[src/rtl/pipelined_adder_tree.sv]
// N-lane adder tree, one register per tree level; latency LEVELS cycles, II = 1.
// A held output (out_valid & ~out_ready) freezes every stage and drops in_ready combinationally.
module pipelined_adder_tree #(
  parameter int N_INPUTS = 4,
  parameter int IN_WIDTH = 8,
  parameter int SIGNED   = 0,
  localparam int LEVELS  = $clog2(N_INPUTS),
  localparam int OUT_W   = IN_WIDTH + LEVELS
) (
  input  logic                         clk,
  input  logic                         reset,
  input  logic                         in_valid,
  output logic                         in_ready,
  input  logic [N_INPUTS*IN_WIDTH-1:0] in_data,
  output logic                         out_valid,
  input  logic                         out_ready,
  output logic [OUT_W-1:0]             out_sum
);

  logic              stall;
  logic [LEVELS-1:0] vld_q;
  logic [LEVELS-1:0] vld_d;

  assign stall     = vld_q[LEVELS-1] & ~out_ready;
  assign in_ready  = ~stall;
  assign out_valid = vld_q[LEVELS-1];

  always_comb begin
    vld_d = vld_q;
    if (!stall) begin
      vld_d[0] = in_valid;
      for (int k = 1; k < LEVELS; k++) begin
        vld_d[k] = vld_q[k-1];
      end
    end
  end

  always_ff @(posedge clk or posedge reset) begin
    if (reset) begin
      vld_q <= '0;
    end else begin
      vld_q <= vld_d;
    end
  end

  // Stage k registers the nodes of tree level k+1, each one bit wider than its operands.
  for (genvar k = 0; k < LEVELS; k++) begin : g_lvl
    localparam int NODES = N_INPUTS >> (k + 1);
    localparam int WI    = IN_WIDTH + k;
    localparam int WO    = WI + 1;

    logic [WI-1:0] opnd   [2*NODES];
    logic [WO-1:0] node_d [NODES];
    logic [WO-1:0] node_q [NODES];
    logic          load;

    if (k == 0) begin : g_src
      for (genvar i = 0; i < 2*NODES; i++) begin : g_lane
        assign opnd[i] = in_data[i*IN_WIDTH +: IN_WIDTH];
      end
      assign load = in_valid & ~stall;
    end else begin : g_src
      for (genvar i = 0; i < 2*NODES; i++) begin : g_lane
        assign opnd[i] = g_lvl[k-1].node_q[i];
      end
      assign load = vld_q[k-1] & ~stall;
    end

    for (genvar j = 0; j < NODES; j++) begin : g_node
      if (SIGNED != 0) begin : g_sx
        assign node_d[j] = {opnd[2*j][WI-1], opnd[2*j]} + {opnd[2*j+1][WI-1], opnd[2*j+1]};
      end else begin : g_zx
        assign node_d[j] = {1'b0, opnd[2*j]} + {1'b0, opnd[2*j+1]};
      end
    end

    // Bubbles leave the data untouched so out_sum keeps the last valid result.
    always_ff @(posedge clk or posedge reset) begin
      if (reset) begin
        for (int j = 0; j < NODES; j++) begin
          node_q[j] <= '0;
        end
      end else if (load) begin
        for (int j = 0; j < NODES; j++) begin
          node_q[j] <= node_d[j];
        end
      end
    end
  end

  assign out_sum = g_lvl[LEVELS-1].node_q[0];

endmodule

[config.mk]
export PLATFORM = sky130hd
export DESIGN_NAME = pipelined_adder_tree
export DESIGN_NICKNAME = d
export VERILOG_FILES = /design/src/rtl/pipelined_adder_tree.sv
export SDC_FILE = /design/constraint.sdc
export NUM_CORES = 1
export LEC_CHECK = 0
export ABC_CLOCK_PERIOD_IN_PS = 1970
export BUFFER_PORTS_ARGS = -buffer_cell sky130_fd_sc_hd__buf_4
export CORE_MARGIN = 3
export CORE_UTILIZATION = 35
export DETAILED_ROUTE_END_ITERATION = 16
export HOLD_SLACK_MARGIN = 0.15
export SLEW_MARGIN = 40
export SYNTH_ARGS = -nofsm -noshare
export SYNTH_HDL_FRONTEND = slang
export SYNTH_SLANG_ARGS = --single-unit
[constraint.sdc]
create_clock -name clk -period 1.97 [get_ports clk]
set_input_delay 0.0985 -clock clk [delete_from_list [all_inputs] [get_ports clk]]
set_output_delay 0.0985 -clock clk [all_outputs]
set_load 0.02 [all_outputs]
==> results of run 1 <==
## registers in the layout, indices dropped and copies added, names as in the netlist
name          count
out_sum          10
g_lvl.node_q     18
vld_q             2
## routing by layer
metal	vias to the layer above	track usage (%)	part of all wire (%)
met5	-	0	0
met4	0	6.81	2.2
met3	7	3.04	5.2
met2	43	22.8	45
met1	746	18.4	47
li1	910	-	-
## layout make-up
class	count	area, um^2	area share, %
sequential	30	751	28.3
inverter	10	37.5	1.41
clock buffer	7	76.3	2.87
tap	72	90.1	3.39
multi-input combinational	180	1260	47.6
timing repair buffer	57	438	16.5
## timing repair
item	in CTS	in global routing
setup endpoints to repair	1	6
gates resized for setup	2	5
hold buffers	4	0
hold endpoints to repair	32	0
gates cloned	0	0
pin swaps	2	2
buffers inserted	1	1
## worst paths after layout
check | startpoint | end | slack [ps] | depth (start not counted)
setup / recovery | g_lvl[0].node_q[0] | out_sum[8] | 90 | 8
hold / removal | in_valid | vld_q[0] | 160 | 3
setup reg to reg | g_lvl[0].node_q[0] | out_sum[8] | 90 | 8
hold reg to reg | vld_q[0] | vld_q[1] | 470 | 2
max in group asynchronous | reset | g_lvl[0].node_q[4] | 1250 | 4
min in group asynchronous | reset | vld_q[1] | 450 | 4
## power breakdown
group          internal [uW]  switching, uW  leakage [uW]
registers                807            107      0.000366
logic                    572            639      0.000891
clock network            242            201     0.0000383
## logic make-up after synthesis
family | Yosys count
muxes | 2
xor gates and xnor gates | 14
buffers and inverters | 16
AOI/OAI and AO/OA | 72
DFF | 30
adders and majority gates | 28
and+or+nand+nor | 64
## tightest hold or removal path, stage by stage
cell and delay, ps:
buf_4 80, nand2_1 110, o21ai_0 100
## cells in the final DEF (no fill, tap or decap), drive strengths merged
cell,instances
buf,53
nand2,34
o21ai,30
dfrtp,30
ha,25
a21oi,15
xor2,12
nor2,11
inv,10
nor3,9
clkbuf,7
a211oi,6
nand2b,6
a21o,4
o211ai,4
o21a,4
dlygate4sd3,4
o21bai,3
fa,3
xnor2,2
a31oi,2
or3,2
o31ai,2
and2,1
mux2,1
nor2b,1
o31a,1
o211a,1
mux2i,1
## through the flow
stage / utilization [%] / power (uW) / setup WS [ps]
3_5_place_dp: 44.7 / 2110 / -31.8
2_1_floorplan: - / 1710 / 118
5_1_grt: 47.7 / 2820 / 0.633
6_report: 47.7 / 2570 / 92.1
3_3_place_gp: 44.7 / 2090 / 48.8
4_1_cts: 47.0 / 2580 / 30.5
==> summary.md, run 1 <==
| Metric | Value |
|---|---|
| Status | `finished clean` |
| Final Hold Fails | `0` |
| Final min period | `1880 ps` |
| Worst-path clk slew | `60 ps` |
| Final net count | `348` |
| Most numerous cell in the Yosys netlist | `nand2_1` |
| DIE HEIGHT | `82.4 um` |
| Wirelength, routed | `4110 um` |
| Top cells by count, synth | `nand2_1 (34), dfrtp_1 (30), o21ai_0 (30), ha_1 (25), a21oi_1 (15)` |
| Largest net degree at the start of global routing | `31` |
| Final Skew | `3.56 ps` |
| Synth Area in Adders | `18.3%` |
| Global-route wire length before repair | `7410 um` |
| Crit-path leading delay family | `compound AO/OA/AOI/OAI gates` |
| Non-filler cells, final | `356` |
| Root Driver | `clkbuf_8` |
| Synth Warn # | `0` |
| GRT Util Overall | `14.3%` |
| Dpl cells | `343` |
| Synth Area in Compound Gates | `21.0%` |
| Clock Sinks | `30` |
| Post-route ant nets | `0` |
| Post-synthesis sequential area ratio | `36.8%` |
| RSZ-0062 raised after global routing | `no` |
| Slowest library cell on the worst path | `dfrtp_1` |
| # IOs | `48` |
| HPWL after DPL | `3360 um` |
| Core footprint | `5570 um^2` |
| Tcrit/Tclk final | `95.3%` |
| Yosys top cell by area | `dfrtp_1` |
| FILL cells | `575` |
| Peak Freq | `533 MHz` |
| Htree depth | `2` |
| Post-synth top area share | `36.8%` |
| GPL Wtd Cong | `0.812` |
| Synth cell types | `28` |
| Ant. Diodes | `0` |
| Initial Utilization | `36.6%` |
| Worst Path Max Fanout | `3` |
| Main combinational cell family by area after synthesis | `compound AO/OA/AOI/OAI gates` |
| Vias/cell | `4.79` |
| Syn Std Cell Area | `2040 um^2` |
| Crit path DAT | `2070 ps` |
| Slew headroom | `72.2%` |
| CP Launch Type | `flop` |
| Clk_lat worst skew | `280 ps` |
| GRT overflow | `0` |
| CP bufs+invs | `1` |
| CTS tree | `yes` |
| Leak | `0.00130 uW` |
| Critical Path End Type | `flop` |
| TritonCTS buffer count | `5` |
| Ys flop type | `dfrtp_1` |
| Simple logic cell fraction of the synthesized area | `13.9%` |
| DIE WIDTH | `82.4 um` |
| Port bufs | `47` |
| Pwr per Cell Area | `967 nW/um^2` |
| Share of post-route cells with drive strength above 1 | `23.6%` |
| Initial antenna violation count | `0` |
| Final Cell Area | `2660 um^2` |
| Area Growth Syn to Fin | `30.1%` |
| Final Hold Slack | `157 ps` |
| Routed len/inst | `11.5 um` |
| # rows | `27` |
| Final setup fails | `0` |
| Top cells by area, synth | `dfrtp_1 (37%), ha_1 (15%), o21ai_0 (7.4%)` |
| Req. time, crit path | `2160 ps` |
| Critical path class | `reg -> reg` |
| Number of global-route vias before repair | `1695` |
| Worst-Margin Slew | `414 ps` |
| Worst min-delay path class | `in -> reg` |
| Flops & latches, synth | `30` |
| Asr flop ratio synth | `100%` |
| Post-synth EDFFs | `0` |
| Max IR drop VDD | `0.428 mV` |
| Cells after Synth | `226` |
| Setup TNS | `0 ps` |
| Max-slew violation count | `0` |
| Placed Area | `2490 um^2` |
| Multiplexer share of the synthesized area | `1.04%` |
| Drt pass-1 iters | `4` |
| Synth Area in XOR/XNOR | `6.00%` |
| Max-cap violations | `0` |
| Initial DRC count | `54` |
| CP cell instances | `ha_2 > inv_1 > fa_2 > nor2b_4 > o31a_1 > o211a_1 > o21a_1 > o31ai_2` |
| Die Area | `6790 um^2` |
| DRC errors left | `0` |
| Delay of the slowest critical-path stage | `380 ps` |
| Syn_nets | `290` |
| CTS Buffer Depth | `2` |
| Via count | `1706` |
| Syn_area_per_cell | `9.04 um^2` |
(Power assumes the default switching activity.)
==> run 2, diff against run 1 <==
--- a/config.mk
+++ b/config.mk
@@ -8,9 +8,10 @@
 export ABC_CLOCK_PERIOD_IN_PS = 1970
 export BUFFER_PORTS_ARGS = -buffer_cell sky130_fd_sc_hd__buf_4
 export CORE_MARGIN = 3
-export CORE_UTILIZATION = 35
+export CORE_UTILIZATION = 49
 export DETAILED_ROUTE_END_ITERATION = 16
 export HOLD_SLACK_MARGIN = 0.15
+export PLACE_DENSITY = 0.77
 export SLEW_MARGIN = 40
 export SYNTH_ARGS = -nofsm -noshare
 export SYNTH_HDL_FRONTEND = slang
==> run 2 against run 1 <==
- utilization grew 21 points
- highest routed layer unchanged
- clock power up 15%
- fmax shrank 2.6%
==> summary.md, run 2 (same netlist as run 1, synthesis figures left out) <==
| Metric | Value |
|---|---|
| Most common cell after layout, fill and taps aside | `buf_4` |
| CP Launch Type | `primary input` |
| Root Driver | `clkbuf_8` |
| Clk_lat worst skew | `280 ps (about the same)` |
| Flop2flop setup slack | `110 ps (+20 ps)` |
| Final min period | `1930 ps (+49.6 ps)` |
| Largest register FFs | `18 (unchanged)` |
| Crit path DAT | `2090 ps (+20 ps)` |
| Max IR drop VDD | `0.357 mV (-17%)` |
| Gate power share | `46.4% (-0.8 points)` |
| Sequential Area | `751 um^2 (unchanged)` |
| Ant. Diodes | `0 (unchanged)` |
| Biggest register | `g_lvl.node_q` |
| Sw Ratio | `37.4% (+0.55 points)` |
| Pwr per Cell Area | `1010 nW/um^2 (+4.4%)` |
| Port bufs | `47 (unchanged)` |
| Cell internal pwr | `1660 uW (+2.3%)` |
| Critical Path End Type | `flop` |
| HPWL after DPL | `3340 um (-0.60%)` |
| Reg-to-Reg Start | `g_lvl[0].node_q[0]` |
| Htree depth | `2 (unchanged)` |
| Placed Area | `2450 um^2 (-1.8%)` |
| Worst min-delay path class | `in -> reg` |
| Hold Path Origin | `in_data[16]` |
| Initial Utilization | `53.4% (+17 points)` |
| GRT overflow | `0 (unchanged)` |
| Max-cap violations | `0 (unchanged)` |
| Initial DRC count | `58 (+7.4%)` |
| Clock Power Share | `19.2% (+1.9 points)` |
| Worst Path Max Fanout | `3 (unchanged)` |
| Switching power | `992 uW (+4.7%)` |
| Post-route ant nets | `0 (unchanged)` |
| FILL cells | `336 (-42%)` |
| Routed len/inst | `13.2 um (+14%)` |
| Peak Freq | `519 MHz (-2.6%)` |
| Initial antenna violation count | `0 (unchanged)` |
| Drt pass-1 iters | `4 (unchanged)` |
| Non-filler cells, final | `331 (-7.0%)` |
| DIE HEIGHT | `70.6 um (-14%)` |
| Status | `finished clean` |
| TritonCTS buffer count | `5 (unchanged)` |
| Wirelength, routed | `4360 um (+6.1%)` |
| Global-route wire length before repair | `7470 um (+0.74%)` |
| # IOs | `48 (unchanged)` |
| Area of the multi-input gates | `1270 um^2 (+0.20%)` |
| Clock Sinks | `30 (unchanged)` |
| DIE WIDTH | `70.6 um (-14%)` |
| Final setup fails | `0 (unchanged)` |
| Leak | `0.00129 uW (-0.23%)` |
| Largest net degree at the start of global routing | `31 (unchanged)` |
| Worst-Margin Slew | `626 ps (+212 ps)` |
| Final Hold Slack | `163 ps (+5.59 ps)` |
| Die Area | `4980 um^2 (-27%)` |
| Area Growth Syn to Fin | `28.6%` |
| Final Hold Fails | `0 (unchanged)` |
| Sequential share of power | `34.4% (-1.2 points)` |
| Core footprint | `3830 um^2 (-31%)` |
| CTS tree | `yes` |
| # rows | `22 (-19%)` |
| Crit path launch | `in_data[24]` |
| Most frequent cells in the layout | `buf_4 (52), nand2_1 (34), o21ai_0 (30), dfrtp_1 (30), ha_1 (24)` |
| Vias/cell | `5.33 (+11%)` |
| Final net count | `346 (-0.57%)` |
| Max-slew violation count | `0 (unchanged)` |
| Share of post-route cells with drive strength above 1 | `24.7% (+1.1 points)` |
| DRC errors left | `0 (unchanged)` |
| GRT Util Overall | `18.8% (+4.5 points)` |
| Worst-path clk slew | `60 ps (about the same)` |
| Dpl cells | `317 (-7.6%)` |
| CTS Buffer Depth | `2 (unchanged)` |
| Tcrit/Tclk final | `97.8% (+2.5 points)` |
| Final Skew | `5.39 ps (+1.83 ps)` |
| GPL Wtd Cong | `0.826 (+1.7%)` |
| Req. time, crit path | `2130 ps (-30 ps)` |
| Via count | `1764 (+3.4%)` |
| Number of global-route vias before repair | `1736 (+2.4%)` |
| Slew headroom | `58.2% (-14 points)` |
| Critical path class | `in -> reg` |
| Final Cell Area | `2630 um^2 (-1.1%)` |
## run 2: cell types whose count changed in the layout (fill, tap and decap cells not counted), sizes merged
cell,previous run,this run
buf,53,52
clkinv,0,1
dlygate4sd3,4,3
## run 2: worst paths after layout
path                       cells past startpoint                  end
max                                           10   g_lvl[0].node_q[6]
max in group asynchronous                      4  g_lvl[0].node_q[16]
min                                            4   g_lvl[0].node_q[0]
min reg2reg                                    2             vld_q[1]
max reg2reg                                    8           out_sum[8]
min in group asynchronous                      4           out_sum[3]
## run 2: what timing repair did
action | in CTS | in global routing
gates cloned | 0 | 0
pin swaps | 2 | 3
hold endpoints to repair | 32 | 0
setup buffers | 1 | 2
resized for setup | 2 | 7
setup endpoints to repair | 1 | 5
hold buffers | 3 | 0
## run 2: area by class of cell
cell class / instances / share of cell area [%]
inverters: 10 / 1.43
flip-flops and latches: 30 / 28.6
clock buffers: 7 / 3.29
repair buffers: 55 / 16.0
well taps: 48 / 2.29
clock inverters: 1 / 0.191
multi-input cells: 180 / 48.2
## run 2: power by group through the flow
| stage | logic, uW | registers, uW | clock network (uW) |
|---|---|---|---|
| global route | 1380 | 945 | 549 |
| floorplan | 681 | 1030 | 0 |
| CTS | 1190 | 916 | 520 |
| finish | 1230 | 911 | 508 |
| detailed placement | 1170 | 926 | 0 |
| global placement | 1140 | 912 | 0 |
## run 2: critical path: stages
cell and delay [ps]:
dlygate4sd3_1 530, buf_4 100, ha_1 190, inv_1 70
fa_1 380, nand2b_1 190, a21oi_2 170, nand2b_4 150
xnor2_1 120, o21ai_0 90
## run 2: metrics by stage
stage | total power (uW) | utilization, % | TNS (ps) | setup slack, ps
5_1_grt | 2880 | 68.6 | -68.0 | -40.7
3_3_place_gp | 2050 | 63.9 | 0 | 46.9
6_report | 2650 | 68.6 | 0 | 42.5
3_5_place_dp | 2090 | 63.9 | 0 | 2.65
4_1_cts | 2630 | 67.4 | 0 | 23.2
2_1_floorplan | 1710 | - | 0 | 118
## run 2: layer usage
| metal | track usage [%] | vias up | routed length (um) | share of wire (%) |
|---|---|---|---|---|
| met5 | 0 | - | 0 | 0 |
| met4 | 8.56 | 0 | 77 | 1.8 |
| met3 | 4.55 | 7 | 223 | 5.1 |
| met2 | 31.4 | 43 | 2160 | 50 |
| met1 | 23.1 | 806 | 1900 | 44 |
| li1 | - | 908 | - | - |
==> run 3, diff against run 2 <==
--- a/config.mk
+++ b/config.mk
@@ -10,6 +10,7 @@
 export CORE_MARGIN = 3
 export CORE_UTILIZATION = 49
 export DETAILED_ROUTE_END_ITERATION = 16
+export GPL_TIMING_DRIVEN = 0
 export HOLD_SLACK_MARGIN = 0.15
 export PLACE_DENSITY = 0.77
 export SLEW_MARGIN = 40
==> run 3 against run 2 <==
- sequential share of layout area down 0.24 points
- global-route usage is 0.37 points lower
- first-iteration DRC count up 38%
- fmax up 3.4%
- non-clock buffer count grew 4
- worst hold slack lost 0.73 ps
- critical path type unchanged
==> summary.md, run 3 (same netlist as run 1, synthesis figures left out) <==
| Metric | Value |
|---|---|
| Status | `finished clean` |
| GPL Wtd Cong | `0.770 (-6.8%)` |
| Slowest library cell on the worst path | `dlygate4sd3_1` |
| CTS Buffer Depth | `2 (unchanged)` |
| Htree depth | `2 (unchanged)` |
| Slew headroom | `59.9% (+1.7 points)` |
| # IOs | `48 (unchanged)` |
| Share of post-route cells with drive strength above 1 | `24.7% (about the same)` |
| Leak | `0.00130 uW (+0.33%)` |
| Worst Path Max Fanout | `3 (unchanged)` |
| Max IR drop VDD | `0.339 mV (-5.1%)` |
| Final Hold Slack | `162 ps (-0.726 ps)` |
| Area Growth Syn to Fin | `29.7%` |
| Setup ws final | `105 ps (+62.7 ps)` |
| Final Skew | `7.65 ps (+2.27 ps)` |
| Crit-path leading delay family | `buffers and inverters` |
| Clk_lat worst skew | `290 ps (about the same)` |
| Critical path class | `in -> reg` |
| Final net count | `350 (+1.2%)` |
| Final min period | `1860 ps (-62.7 ps)` |
| Peak Freq | `536 MHz (+3.4%)` |
| Initial antenna violation count | `0 (unchanged)` |
| Largest register FFs | `18 (unchanged)` |
| Sequential Area | `751 um^2 (unchanged)` |
| Final Cell Area | `2650 um^2 (+0.86%)` |
| # rows | `22 (unchanged)` |
| Crit path DAT | `2020 ps (-70 ps)` |
| Wirelength, routed | `4300 um (-1.3%)` |
| CP Launch Type | `primary input` |
| GRT Util Overall | `18.5% (-0.37 points)` |
| Initial DRC count | `80 (+38%)` |
| HPWL after DPL | `3390 um (+1.4%)` |
| Tcrit/Tclk final | `94.7% (-3.2 points)` |
| DP Worst Slack | `-40.6 ps (-43.2 ps)` |
| Setup TNS | `0 ps (unchanged)` |
| Area of the multi-input gates | `1270 um^2 (+0.59%)` |
| GRT overflow | `0 (unchanged)` |
| DRC errors left | `0 (unchanged)` |
| Initial Utilization | `53.4% (unchanged)` |
| Via count | `1791 (+1.5%)` |
| Critical Path End Type | `flop` |
| Ant. Diodes | `0 (unchanged)` |
| DIE WIDTH | `70.6 um (unchanged)` |
| Core footprint | `3830 um^2 (unchanged)` |
| Clock Sinks | `30 (unchanged)` |
| Drt pass-1 iters | `4 (unchanged)` |
| Most frequent cells in the layout | `buf_4 (49), nand2_1 (34), o21ai_0 (30), dfrtp_1 (30), ha_1 (24)` |
| Max-slew violation count | `0 (unchanged)` |
| Port bufs | `47 (unchanged)` |
| Pwr per Cell Area | `1000 nW/um^2 (-0.77%)` |
| Root Driver | `clkbuf_8` |
| Number of global-route vias before repair | `1720 (-0.92%)` |
| Post-route ant nets | `0 (unchanged)` |
| Delay of the slowest critical-path stage | `530 ps (about the same)` |
| Max-cap violations | `0 (unchanged)` |
| Req. time, crit path | `2120 ps (about the same)` |
| Biggest register | `g_lvl.node_q` |
| Die Area | `4980 um^2 (unchanged)` |
| CP dominant cell by count | `nand2b_4` |
| TritonCTS buffer count | `5 (unchanged)` |
| Most common cell after layout, fill and taps aside | `buf_4` |
| CTS tree | `yes` |
| Final setup fails | `0 (unchanged)` |
| CP bufs+invs | `3 (unchanged)` |
| Placed Area | `2450 um^2 (+0.36%)` |
| Worst min-delay path class | `in -> reg` |
| Largest net degree at the start of global routing | `31 (unchanged)` |
| FILL cells | `315 (-6.3%)` |
| Worst-path clk slew | `70 ps (about the same)` |
| Routed len/inst | `12.8 um (-2.5%)` |
| Final Hold Fails | `0 (unchanged)` |
| CP cell instances | `dlygate4sd3_1 > buf_4 > ha_1 > inv_1 > fa_1 > nand2b_4 > a21oi_2 > nand2b_4 > xnor2_1 > o21ai_0` |
| Vias/cell | `5.35 (+0.32%)` |
| Global-route wire length before repair | `7390 um (-1.0%)` |
| Worst-Margin Slew | `601 ps (-24.6 ps)` |
| DIE HEIGHT | `70.6 um (unchanged)` |
-- run 3: changes by cell type in the layout (fill, tap and decap cells not counted), sizes merged --
cell / previous run / this run
buf: 52 / 50
clkbuf: 7 / 11
clkinvlp: 0 / 1
dlygate4sd3: 3 / 4
-- run 3: worst min-delay path, cell delays in order --
cell and delay (ps):
buf_4 80, ha_1 120, mux2i_1 50, o21ai_0 60
-- run 3: through the flow --
| step | utilization (%) | std cells | power, uW |
|---|---|---|---|
| floorplan | - | 226 | 1710 |
| global placement | 64.2 | 321 | 2060 |
| detailed placement | 64.2 | 321 | 2090 |
| CTS | 68.0 | 334 | 2620 |
| global route | 69.2 | 335 | 2880 |
| finish | 69.2 | 335 | 2650 |
-- run 3: final cells by class --
class	instances	area share, %
buffer	6	0.897
inverter	10	1.42
sequential	30	28.3
clock inverter	2	0.472
timing repair buffer	53	15.4
tap	48	2.27
clock buffer	6	3.12
multi-input combinational	180	48.1
-- run 3: final timing paths --
path                       slack [ps]               start            endpoint  cells past startpoint
min in group asynchronous         440               reset          out_sum[1]                      3
setup / recovery                  110         in_data[24]  g_lvl[0].node_q[6]                     10
hold / removal                    160         in_data[31]  g_lvl[0].node_q[8]                      4
hold reg to reg                   470            vld_q[0]            vld_q[1]                      2
setup reg to reg                  120  g_lvl[0].node_q[9]          out_sum[8]                      8
max in group asynchronous        1130               reset          out_sum[9]                      3
-- run 3: repair_timing --
item	in CTS	in global routing
resized for setup	2	8
endpoints found under the setup margin	1	6
endpoints found under the hold margin	32	0
hold buffers	4	0
pin swaps	5	3
setup buffers	1	1
-- run 3: metal layers --
layer  routed length [um]  track usage [%]  up-vias
met1                 1910             24.0      808
li1                     -                -      926
met2                 2060             30.2       47
met4                  128             9.39        0
met3                  207             2.41       10
met5                    0                0        -
-- run 3: where the power goes --
part           switching [uW]  leakage, uW  internal, uW
registers                 104     0.000366           806
clock network             236    0.0000472           280
logic                     654     0.000884           572
total                     993      0.00130          1660
